**src/rtl/c1541_track_loader.sv**
```systemverilog
// Track-level SD transfer sequencer for the 1541 drive model: settles the head, writes back a
// dirty track, then reads the requested one. Define C1541_TRACK40_EN to enable tracks 36-40.
module c1541_track_loader #(
    parameter int SETTLE_CYCLES = 4096
) (
    input  logic        clk,
    input  logic        reset_n,
    input  logic        ce,
    input  logic [5:0]  req_track,
    input  logic        mtr,
    input  logic        buff_we,
    input  logic        img_mounted,
    input  logic        img_readonly,
    input  logic        img_size_ok,
    output logic [5:0]  track,
    output logic        busy,
    output logic [31:0] sd_lba,
    output logic [4:0]  sd_blk_cnt,
    output logic        sd_rd,
    output logic        sd_wr,
    input  logic        sd_ack
);

`ifdef C1541_TRACK40_EN
    localparam logic [5:0] TMAX = 6'd40;
`else
    localparam logic [5:0] TMAX = 6'd35;
`endif

    localparam int CW = $clog2(SETTLE_CYCLES + 1);
    localparam logic [CW-1:0] SETTLE_LOAD = CW'(SETTLE_CYCLES);

    typedef enum logic [2:0] {
        IDLE,
        SETTLE,
        WB_REQ,
        WB_ACK,
        RD_REQ,
        RD_ACK
    } state_t;

    state_t         state;
    logic [CW-1:0]  cnt;
    logic [5:0]     target;
    logic [5:0]     req_q;
    logic [5:0]     req_clamped;
    logic           mounted;
    logic           dirty;
    logic           pending;
    logic           flush;
    logic           mtr_q;
    logic           idle_busy;

    function automatic logic [5:0] clamp_track(input logic [5:0] t);
        if (t == 6'd0)
            return 6'd1;
        else if (t > TMAX)
            return TMAX;
        else
            return t;
    endfunction

    function automatic logic [31:0] track_lba(input logic [5:0] t);
        logic [31:0] tt;
        tt = 32'(t);
        if (tt <= 32'd17)
            return (tt - 32'd1) * 32'd21;
        else if (tt <= 32'd24)
            return 32'd357 + (tt - 32'd18) * 32'd19;
        else if (tt <= 32'd30)
            return 32'd490 + (tt - 32'd25) * 32'd18;
`ifdef C1541_TRACK40_EN
        else if (tt <= 32'd35)
            return 32'd598 + (tt - 32'd31) * 32'd17;
        else
            return 32'd683 + (tt - 32'd36) * 32'd17;
`else
        else
            return 32'd598 + (tt - 32'd31) * 32'd17;
`endif
    endfunction

    function automatic logic [4:0] track_blk_cnt(input logic [5:0] t);
        if (t <= 6'd17)
            return 5'd20;
        else if (t <= 6'd24)
            return 5'd18;
        else if (t <= 6'd30)
            return 5'd17;
        else
            return 5'd16;
    endfunction

    always_comb begin
        req_clamped = clamp_track(req_track);
        // A mount seen now or still queued keeps busy high so the host never sees a stale track.
        idle_busy   = (track == 6'd0) || !mounted || pending || img_mounted;
    end

    always_ff @(posedge clk) begin
        if (!reset_n) begin
            state      <= IDLE;
            track      <= 6'd0;
            busy       <= 1'b1;
            sd_lba     <= 32'd0;
            sd_blk_cnt <= 5'd0;
            sd_rd      <= 1'b0;
            sd_wr      <= 1'b0;
            cnt        <= '0;
            target     <= 6'd0;
            req_q      <= 6'd0;
            mounted    <= 1'b0;
            dirty      <= 1'b0;
            pending    <= 1'b0;
            flush      <= 1'b0;
            mtr_q      <= 1'b0;
        end else begin
            mtr_q <= mtr;
            req_q <= req_track;

            case (state)
                IDLE: begin
                    if (pending) begin
                        track   <= 6'd0;
                        dirty   <= 1'b0;
                        pending <= 1'b0;
                        busy    <= 1'b1;
                    end else if (mounted && req_clamped != track) begin
                        state <= SETTLE;
                        cnt   <= SETTLE_LOAD;
                        busy  <= 1'b1;
                    end else if (mtr_q && !mtr && dirty) begin
                        state <= WB_REQ;
                        flush <= 1'b1;
                        dirty <= 1'b0;
                        busy  <= 1'b1;
                    end else begin
                        busy <= idle_busy;
                    end
                end

                SETTLE: begin
                    // A new image invalidates both the settle and any dirty data; restart from IDLE.
                    if (pending || img_mounted) begin
                        state <= IDLE;
                    end else if (req_track != req_q) begin
                        cnt <= SETTLE_LOAD;
                    end else if (ce) begin
                        if (cnt == CW'(1)) begin
                            target <= req_clamped;
                            if (req_clamped == track) begin
                                state <= IDLE;
                                busy  <= !mounted;
                            end else if (dirty && track != 6'd0) begin
                                state <= WB_REQ;
                                dirty <= 1'b0;
                            end else begin
                                state <= RD_REQ;
                            end
                        end else begin
                            cnt <= cnt - CW'(1);
                        end
                    end
                end

                WB_REQ: begin
                    sd_lba     <= track_lba(track);
                    sd_blk_cnt <= track_blk_cnt(track);
                    sd_wr      <= 1'b1;
                    state      <= WB_ACK;
                end

                WB_ACK: begin
                    if (sd_wr) begin
                        if (sd_ack)
                            sd_wr <= 1'b0;
                    end else if (!sd_ack) begin
                        if (flush) begin
                            state <= IDLE;
                            flush <= 1'b0;
                            busy  <= idle_busy;
                        end else begin
                            state <= RD_REQ;
                        end
                    end
                end

                RD_REQ: begin
                    sd_lba     <= track_lba(target);
                    sd_blk_cnt <= track_blk_cnt(target);
                    sd_rd      <= 1'b1;
                    state      <= RD_ACK;
                end

                RD_ACK: begin
                    if (sd_rd) begin
                        if (sd_ack)
                            sd_rd <= 1'b0;
                    end else if (!sd_ack) begin
                        track <= target;
                        state <= IDLE;
                        busy  <= !mounted || pending || img_mounted;
                    end
                end

                default: state <= IDLE;
            endcase

            // NOTE: these follow the case on purpose; with non-blocking assignments the last
            // write in the block wins, so a buff_we overrides the WB_REQ clear and a mount
            // overrides both.
            if (buff_we && !img_readonly)
                dirty <= 1'b1;
            if (img_mounted) begin
                mounted <= img_size_ok;
                pending <= 1'b1;
                dirty   <= 1'b0;
            end
        end
    end

endmodule

```
**config.mk**
```make
export PLATFORM = sky130hd
export DESIGN_NAME = c1541_track_loader
export DESIGN_NICKNAME = d
export VERILOG_FILES = /design/src/rtl/c1541_track_loader.sv
export SDC_FILE = /design/constraint.sdc
export NUM_CORES = 1
export LEC_CHECK = 0
export CORE_UTILIZATION = 65
export CTS_CLUSTER_SIZE = 14
export DETAILED_ROUTE_END_ITERATION = 8
export PLACE_DENSITY = 0.86
export SETUP_SLACK_MARGIN = 0.2
export SLEW_MARGIN = 20
export SYNTH_ARGS = -nofsm -noshare
export SYNTH_HDL_FRONTEND = slang
export SYNTH_SLANG_ARGS = --single-unit
```
**constraint.sdc**
```tcl
create_clock -name clk -period 14.4 [get_ports clk]
set_clock_uncertainty 0.05 [all_clocks]
set_input_delay 2.88 -clock clk [delete_from_list [all_inputs] [get_ports clk]]
set_output_delay 2.88 -clock clk [all_outputs]
set_load 0.005 [all_outputs]
```
==> flow_summary.ini, run 1 <==
[clock_network]
cts-buffers-inserted = 9
cts_tree = yes
insertion_delay_ps = 360
cts-root-to-sink-buffers = 2
postCtsResizedCells = 0
cts_hold_buffers = 0
post_cts_setup_driven_buffer_insertion_count = 0
cts.reportedPaths.clkPinSlew_ps = 70
root_buffer = sky130_fd_sc_hd__clkbuf_16
htree_num_levels = 3
clkSinkCount = 78

[cells_and_area]
nNetsFinal = 1624
layout_cell_area_excl_fill_um2 = 12000
layout_stage_area_growth_over_the_synthesis_result_pct = 8.66
antenna_cells = 0
finalCoreUtilization_pct = 72.3
final_layout_size_suffix_gt1_share_pct = 5.61
number_of_standard_cells_in_the_layout_taps_in_and_fillers_out = 1645

[power_and_ir_drop]
worst_ir_drop_vdd_uv = 53.5
switching_power_uw = 205
total_leakage_power_uw = 0.00523
share_comb_of_total_power_pct = 22.2
switching_share_pct = 31.3
p_clk_share_pct = 37.6
power_uw = 655
power_density_nw_per_um2 = 54.6
seq_pwr_share_pct = 40.2
internal-power_uw = 450

[worst_setup_path]
cp_max_fo = 14
cpMostUsedCell = sky130_fd_sc_hd__ha_1
worstSetupStartpoint = track[1]$_SDFFE_PN0P_
critPathArrivalTime_ps = 6320
worstPathCellList = inv_1 -> ha_1 -> a21oi_1 -> xor2_1 -> inv_1 -> ha_1 -> ha_1 -> fa_1 -> a21o_1 -> a221oi_1 -> nand2b_1 -> ha_1 -> or4_1 -> nor2_1 -> nand3_1 -> nor4_2 -> and4_1 -> o21ai_0 -> a2111oi_2
buffer_and_inverter_count_on_the_worst_path = 2
worst-setup-path-type = flop to flop
r2r-start = track[1]$_SDFFE_PN0P_
endpoint_kind = flop
critPathRequiredTime_ps = 14600
timing.critical_path.max_delay_family = simple AND/OR/NAND/NOR gates
cp_slowest_cell = sky130_fd_sc_hd__dfxtp_1
cpPeakStageDelay_ps = 640
setup.worst_path.start_class = flop

[placement]
dpl.hpwl_um = 25000
placement_stage_cell_area_um2 = 11700
place.gp.congestion = 1.02
placed_insts = 1629
port_buffers = 59

[route]
drt_iter0_drc = 1030
route.detailed.wl_per_inst_um = 19.3
routed_via_density = 6.58
drc_errors = 0
totalWireLength_um = 31800
detail_route.first_pass.iterations = 7
drt.antenna.violating_nets = 0
via_count = 10826

[global_routing]
grt.overflow.total = 0
first_global_vias = 10135
grt_max_degree = 34
antenna_found_initial = 0
groute.usage.overall_pct = 36.1
grt_first_pass_wirelength_um = 51300

[yosys]
ys.warnings.count = 0
ys_types = 93
postSynth.asyncResetShare_pct = 0
syn-cell-area_um2 = 11000
synth.largest_area_cell = sky130_fd_sc_hd__ha_1
postSynthRegisterBits = 78
synth_flop_cell = sky130_fd_sc_hd__dfxtp_1
synth_seq_area_share_pct = 14.1
post_synth.cell_area_avg_um2 = 7.90
synth_fp_nets = 1602
synth-edff-count = 0
synth_top_cells_by_area = sky130_fd_sc_hd__ha_1 19%, sky130_fd_sc_hd__dfxtp_1 14%, sky130_fd_sc_hd__xnor2_1 5.6%
synthDominantCellAreaShare_pct = 18.7
post_synthesis_cell_count = 1398

[floorplanning]
core-area_um2 = 16600
initial_core_util_pct = 66.6
num_rows = 47
total_die_area_um2 = 17500
die_w_um = 132
design.portCount = 61
floorplan.die.height_um = 132

[timing]
maxSlewViolCount = 0
fin_crit_sh_pct = 42.5
rsz_0062_raised_after_global_routing = false
clock.fmax_ghz = 0.163
final_hold_viol_count = 0
worst_margin_slew_ps = 882
final_period_minus_worst_setup_slack_ps = 6120
timing.final.setup_violations = 0
slew_headroom_pct = 39.6
tns_ps = 0

[hold_path]
holdCritStartpoint = sd_lba[27]$_SDFFE_PN0N_
timing.hold.worst.class = flop to flop

[status]
outcome = complete, no violations

[flow_run]
timing.max_cap.violations = 0
synthesized netlist by cell type (6+ instances only):
master,n
sky130_fd_sc_hd__xor2_1,45
sky130_fd_sc_hd__o21a_1,12
sky130_fd_sc_hd__fa_1,24
sky130_fd_sc_hd__and2_1,19
sky130_fd_sc_hd__mux2i_1,17
sky130_fd_sc_hd__a22oi_1,8
sky130_fd_sc_hd__dfxtp_1,78
sky130_fd_sc_hd__nand3_1,32
sky130_fd_sc_hd__nor4_1,18
sky130_fd_sc_hd__o31ai_1,20
sky130_fd_sc_hd__nor2_1,111
sky130_fd_sc_hd__o311ai_0,8
sky130_fd_sc_hd__nand2b_1,28
sky130_fd_sc_hd__a21o_1,18
sky130_fd_sc_hd__o22ai_1,11
sky130_fd_sc_hd__nor3b_1,8
sky130_fd_sc_hd__o221ai_1,6
sky130_fd_sc_hd__nand3b_1,10
sky130_fd_sc_hd__clkbuf_1,36
sky130_fd_sc_hd__a21oi_1,69
sky130_fd_sc_hd__nand2_1,97
sky130_fd_sc_hd__and3_1,13
sky130_fd_sc_hd__ha_1,165
sky130_fd_sc_hd__a211oi_1,31
sky130_fd_sc_hd__or4_1,6
sky130_fd_sc_hd__nor3_1,36
sky130_fd_sc_hd__nor2b_1,8
sky130_fd_sc_hd__buf_2,7
sky130_fd_sc_hd__and4_1,8
sky130_fd_sc_hd__a31oi_1,20
sky130_fd_sc_hd__o21ai_0,80
sky130_fd_sc_hd__or3_1,11
sky130_fd_sc_hd__xnor2_1,70
sky130_fd_sc_hd__nand4_1,8
sky130_fd_sc_hd__o211ai_1,18
sky130_fd_sc_hd__a221oi_1,10
sky130_fd_sc_hd__inv_1,111
sequential cells by signal, indices dropped and copies added, names as in the netlist, 3 cells and up:
register	flops
sd_lba	32
cnt	13
req_q	6
target	6
track	6
sd_blk_cnt	4
state	3
cell usage in the layout (no fill, tap or decap), types with 19 or more instances in the layout:
master	n
sky130_fd_sc_hd__nand2b_1	28
sky130_fd_sc_hd__o21ai_0	80
sky130_fd_sc_hd__inv_1	111
sky130_fd_sc_hd__ha_1	165
sky130_fd_sc_hd__nor2_1	111
sky130_fd_sc_hd__a211oi_1	31
sky130_fd_sc_hd__a21oi_1	69
sky130_fd_sc_hd__nor3_1	36
sky130_fd_sc_hd__and2_1	19
sky130_fd_sc_hd__nand3_1	32
sky130_fd_sc_hd__xnor2_1	70
sky130_fd_sc_hd__fa_1	24
sky130_fd_sc_hd__nand2_1	97
sky130_fd_sc_hd__a31oi_1	20
sky130_fd_sc_hd__xor2_1	45
sky130_fd_sc_hd__o31ai_1	20
sky130_fd_sc_hd__clkdlybuf4s50_1	59
sky130_fd_sc_hd__dfxtp_1	78
worst reg2reg max path, stage by stage (launching register included):
cell and delay (ps):
sky130_fd_sc_hd__dfxtp_1 640, sky130_fd_sc_hd__inv_1 300, sky130_fd_sc_hd__ha_1 270, sky130_fd_sc_hd__a21oi_1 300
sky130_fd_sc_hd__xor2_1 360, sky130_fd_sc_hd__inv_1 130, sky130_fd_sc_hd__ha_1 210, sky130_fd_sc_hd__ha_1 210
sky130_fd_sc_hd__fa_1 400, sky130_fd_sc_hd__a21o_1 210, sky130_fd_sc_hd__a221oi_1 550, sky130_fd_sc_hd__nand2b_1 190
sky130_fd_sc_hd__ha_1 260, sky130_fd_sc_hd__or4_1 530, sky130_fd_sc_hd__nor2_1 180, sky130_fd_sc_hd__nand3_1 120
sky130_fd_sc_hd__nor4_2 350, sky130_fd_sc_hd__and4_1 240, sky130_fd_sc_hd__o21ai_0 100, sky130_fd_sc_hd__a2111oi_2 410
layout make-up:
class / count / area (µm²)
Clock buffer: 9 / 225
Clock inverter: 7 / 88.8
Fill cell: 1320 / 4590
Inverter: 111 / 417
Multi-Input combinational cell: 1150 / 8760
Sequential cell: 78 / 1560
Tap cell: 220 / 275
Timing Repair Buffer: 70 / 673
cells by family after synthesis:
group           count (synthesis)  synth area share [%]
compound gates                381                  24.0
mux                            19                  1.74
fa+ha+maj                     189                  23.0
flops                          78                  14.1
simple gates                  445                  21.3
other cells                     1                0.0340
buf+inv                       170                  6.61
xor+xnor                      115                  9.12
metrics by stage:
stage          hold WS (ps)  worst slack, ps
4_1_cts                 406             8390
3_5_place_dp            391             8450
6_report                406             8280
5_1_grt                 436             7820
3_3_place_gp            385             8600
2_1_floorplan           393             9200
routing by layer:
layer,vias up,wire [µm],GRT usage [%]
li1,5153,-,-
met1,5074,13300,46.7
met2,494,14800,59.2
met3,105,2310,5.73
met4,0,1350,16.4
met5,-,0,0
power groups by stage:
stage | logic (µW) | registers [µW] | clock network, µW
global placement | 139 | 266 | 0
CTS | 144 | 262 | 243
floorplan | 92.8 | 259 | 0
global route | 160 | 265 | 253
detailed placement | 143 | 267 | 0
finish | 145 | 263 | 246
final timing paths:
path                              to  slack [ps]  depth (start not counted)
max          sd_lba[20]$_SDFFE_PN0N_        8280                         19
min          sd_lba[27]$_SDFFE_PN0N_         410                          2
max reg2reg  sd_lba[20]$_SDFFE_PN0N_        8280                         19
min reg2reg  sd_lba[27]$_SDFFE_PN0N_         410                          2
Power figures use the tool's default switching activity.
==> run 2: changes to the inputs <==
--- a/config.mk
+++ b/config.mk
@@ -5,10 +5,10 @@
 export SDC_FILE = /design/constraint.sdc
 export NUM_CORES = 1
 export LEC_CHECK = 0
-export CORE_UTILIZATION = 65
+export CORE_UTILIZATION = 63
 export CTS_CLUSTER_SIZE = 14
 export DETAILED_ROUTE_END_ITERATION = 8
-export PLACE_DENSITY = 0.86
+export PLACE_DENSITY = 0.83
 export SETUP_SLACK_MARGIN = 0.2
 export SLEW_MARGIN = 20
 export SYNTH_ARGS = -nofsm -noshare
==> constraint.sdc (replaced) <==
create_clock -name clk -period 5.8 [get_ports clk]
set_clock_uncertainty 0.05 [all_clocks]
set_input_delay 1.16 -clock clk [delete_from_list [all_inputs] [get_ports clk]]
set_output_delay 1.16 -clock clk [all_outputs]
set_load 0.005 [all_outputs]
==> run 2 against run 1 <==
Clock power is 150% higher. Sequential cell count unchanged. Register-to-register slack got worse by 7800 ps. Clock-buffer cell count stayed put. Sequential power rose by 150%. Total power up 150%. Die area rose by 3.1%. Critical path type unchanged. Design area rose by 0.95%. Sequential share of layout area down 0.12 points. First-iteration DRC count fell by 19%. Via count is 0.57% higher.
==> flow_summary.ini, run 2 (synthesis results as in run 1) <==
[worst_setup_path]
worstReg2RegEnd = sd_lba[11]$_SDFFE_PN0N_
buffer_and_inverter_count_on_the_worst_path = 3
endpoint_kind = flop
worst_setup_path_endpoint = sd_lba[11]$_SDFFE_PN0N_
r2r.worst_path.cells = 17
critPathArrivalTime_ps = 5530
timing.critical_path.max_delay_family = adder cells
cp_max_fo = 14
ff2ff_setup_slack_ps = 450
cpPeakStageDelay_ps = 700
setup.worst_path.start_class = flop
critPathRequiredTime_ps = 5980
r2r-start = target[3]$_SDFFE_PN0P_
worstPathCellList = or3_4 -> xor2_1 -> ha_1 -> ha_1 -> inv_1 -> fa_1 -> fa_1 -> inv_1 -> ha_1 -> o21ai_0 -> o21ai_0 -> a311oi_1 -> xnor2_1 -> nor2_1 -> a2111oi_0 -> buf_4 -> o41ai_1
worstSetupStartpoint = target[3]$_SDFFE_PN0P_
worst-setup-path-type = flop to flop
critical_path_cell_count = 17
cp_slowest_cell = sky130_fd_sc_hd__a2111oi_0
cpMostUsedCell = sky130_fd_sc_hd__ha_1

[route]
route.detailed.wl_per_inst_um = 19.0
drt_iter0_drc = 839
detail_route.first_pass.iterations = 5
drc_errors = 0
totalWireLength_um = 31700
via_count = 10888
drt.antenna.violating_nets = 0
routed_via_density = 6.55

[clock_network]
cts-buffers-inserted = 9
post_cts_setup_driven_buffer_insertion_count = 0
htree_num_levels = 3
cts-root-to-sink-buffers = 2
cts_tree = yes
root_buffer = sky130_fd_sc_hd__clkbuf_16
insertion_delay_ps = 350
cts.reportedPaths.clkPinSlew_ps = 70
clkSinkCount = 78

[placement]
dpl.hpwl_um = 25200
port_buffers = 59
place.gp.congestion = 0.996
place_ws_ps = 436

[timing]
rsz_0062_raised_after_global_routing = true
worst_margin_slew_ps = 1060
slew_headroom_pct = 29.0
timing.final.ws_setup_ps = 453
maxSlewViolCount = 0
tns_ps = 0
final_hold_viol_count = 0
final_period_minus_worst_setup_slack_ps = 5350
clock.fmax_ghz = 0.187
fin_crit_sh_pct = 92.2
timing.final.setup_violations = 0

[global_routing]
groute.usage.overall_pct = 35.3
antenna_found_initial = 0
grt_util_met3_pct = 6.05
grt_first_pass_wirelength_um = 50900
grt.overflow.total = 0
grt.met1_usage_pct = 46.8
use_met2_pct = 56.8
grt-busiest-layer = met2
grt_max_degree = 33
first_global_vias = 10142

[cells_and_area]
fillCellCount = 1460
layout_common_cells = 165 x sky130_fd_sc_hd__ha_1, 111 x sky130_fd_sc_hd__nor2_1, 109 x sky130_fd_sc_hd__inv_1, 97 x sky130_fd_sc_hd__nand2_1, 80 x sky130_fd_sc_hd__o21ai_0
largest_registers_in_the_final_layout = sd_lba (32), cnt (13)
final-seq-area_um2 = 1560
largest_register = sd_lba
layout_stage_area_growth_over_the_synthesis_result_pct = 9.69
largest_register_ffs = 32
nNetsFinal = 1637
final_layout_size_suffix_gt1_share_pct = 6.68
multiInputGateArea_um2 = 8770
antenna_cells = 0
most_frequent_standard_cell_in_the_layout_excluding_fill_and_tap_cells = sky130_fd_sc_hd__ha_1

[status]
outcome = complete, no violations

[power_and_ir_drop]
power_density_nw_per_um2 = 133
total_leakage_power_uw = 0.00529
worst_ir_drop_vdd_uv = 133

[floorplanning]
total_die_area_um2 = 18100
die_w_um = 134
num_rows = 48
floorplan.die.height_um = 134
initial_core_util_pct = 64.3
design.portCount = 61
core-area_um2 = 17200

[flow_run]
timing.max_cap.violations = 0

[hold_path]
timing.hold.worst.class = flop to flop
==> run 2: cell count changes in the layout (fill, tap and decap cells not counted), sizes merged <==
cell | before | now
buf | 11 | 24
==> run 2: tightest hold or removal path, stage by stage, from the launching register on <==
cell                      delay, ps
sky130_fd_sc_hd__dfxtp_1        330
sky130_fd_sc_hd__nand2_1         50
sky130_fd_sc_hd__o41ai_1         50
==> run 2: worst min path at each step <==
stage / start / end / slack, ps / depth (start not counted)
2_1_floorplan: cnt[11]$_SDFFE_PN0P_ / cnt[11]$_SDFFE_PN0P_ / 390 / 2
3_3_place_gp: sd_lba[25]$_SDFFE_PN0N_ / sd_lba[25]$_SDFFE_PN0N_ / 390 / 2
3_5_place_dp: sd_lba[18]$_SDFFE_PN0N_ / sd_lba[18]$_SDFFE_PN0N_ / 400 / 2
4_1_cts: sd_lba[18]$_SDFFE_PN0N_ / sd_lba[18]$_SDFFE_PN0N_ / 410 / 2
5_1_grt: sd_lba[14]$_SDFFE_PN0N_ / sd_lba[14]$_SDFFE_PN0N_ / 440 / 2
6_report: sd_lba[26]$_SDFFE_PN0N_ / sd_lba[26]$_SDFFE_PN0N_ / 410 / 2
==> run 2: per-stage QoR <==
step	power [µW]	hold WS (ps)	instance area (µm²)	std cells	util [%]
after global routing	1680	438	12100	1663	70.5
after floorplan	874	393	11000	1398	-
after CTS	1610	411	12100	1663	70.4
final	1610	413	12100	1663	70.5
after global placement	1000	388	11800	1647	68.6
after detailed placement	1010	396	11800	1647	68.6
==> run 2: power breakdown <==
group / internal [µW] / switching, µW
logic: 175 / 183
registers: 596 / 54.5
clock network: 345 / 261
==> run 2: final cells by class <==
class / instances / share of cell area (%)
repair buffers: 83 / 6.36
multi-input cells: 1150 / 72.4
clock inverters: 7 / 0.733
inverters: 111 / 3.44
clock buffers: 9 / 1.86
well taps: 225 / 2.32
flip-flops and latches: 78 / 12.9
==> run 2: repair_timing <==
item	in CTS	in global routing
setup endpoints to repair	0	14
hold buffers	0	0
gates resized for setup	0	4
hold endpoints to repair	0	0
==> run 2: metal layers <==
metal | part of all wire [%] | up-vias
met4 | 3.4 | 0
li1 | - | 5194
met1 | 43 | 5114
met2 | 45 | 494
met3 | 8.3 | 86
met5 | 0 | -
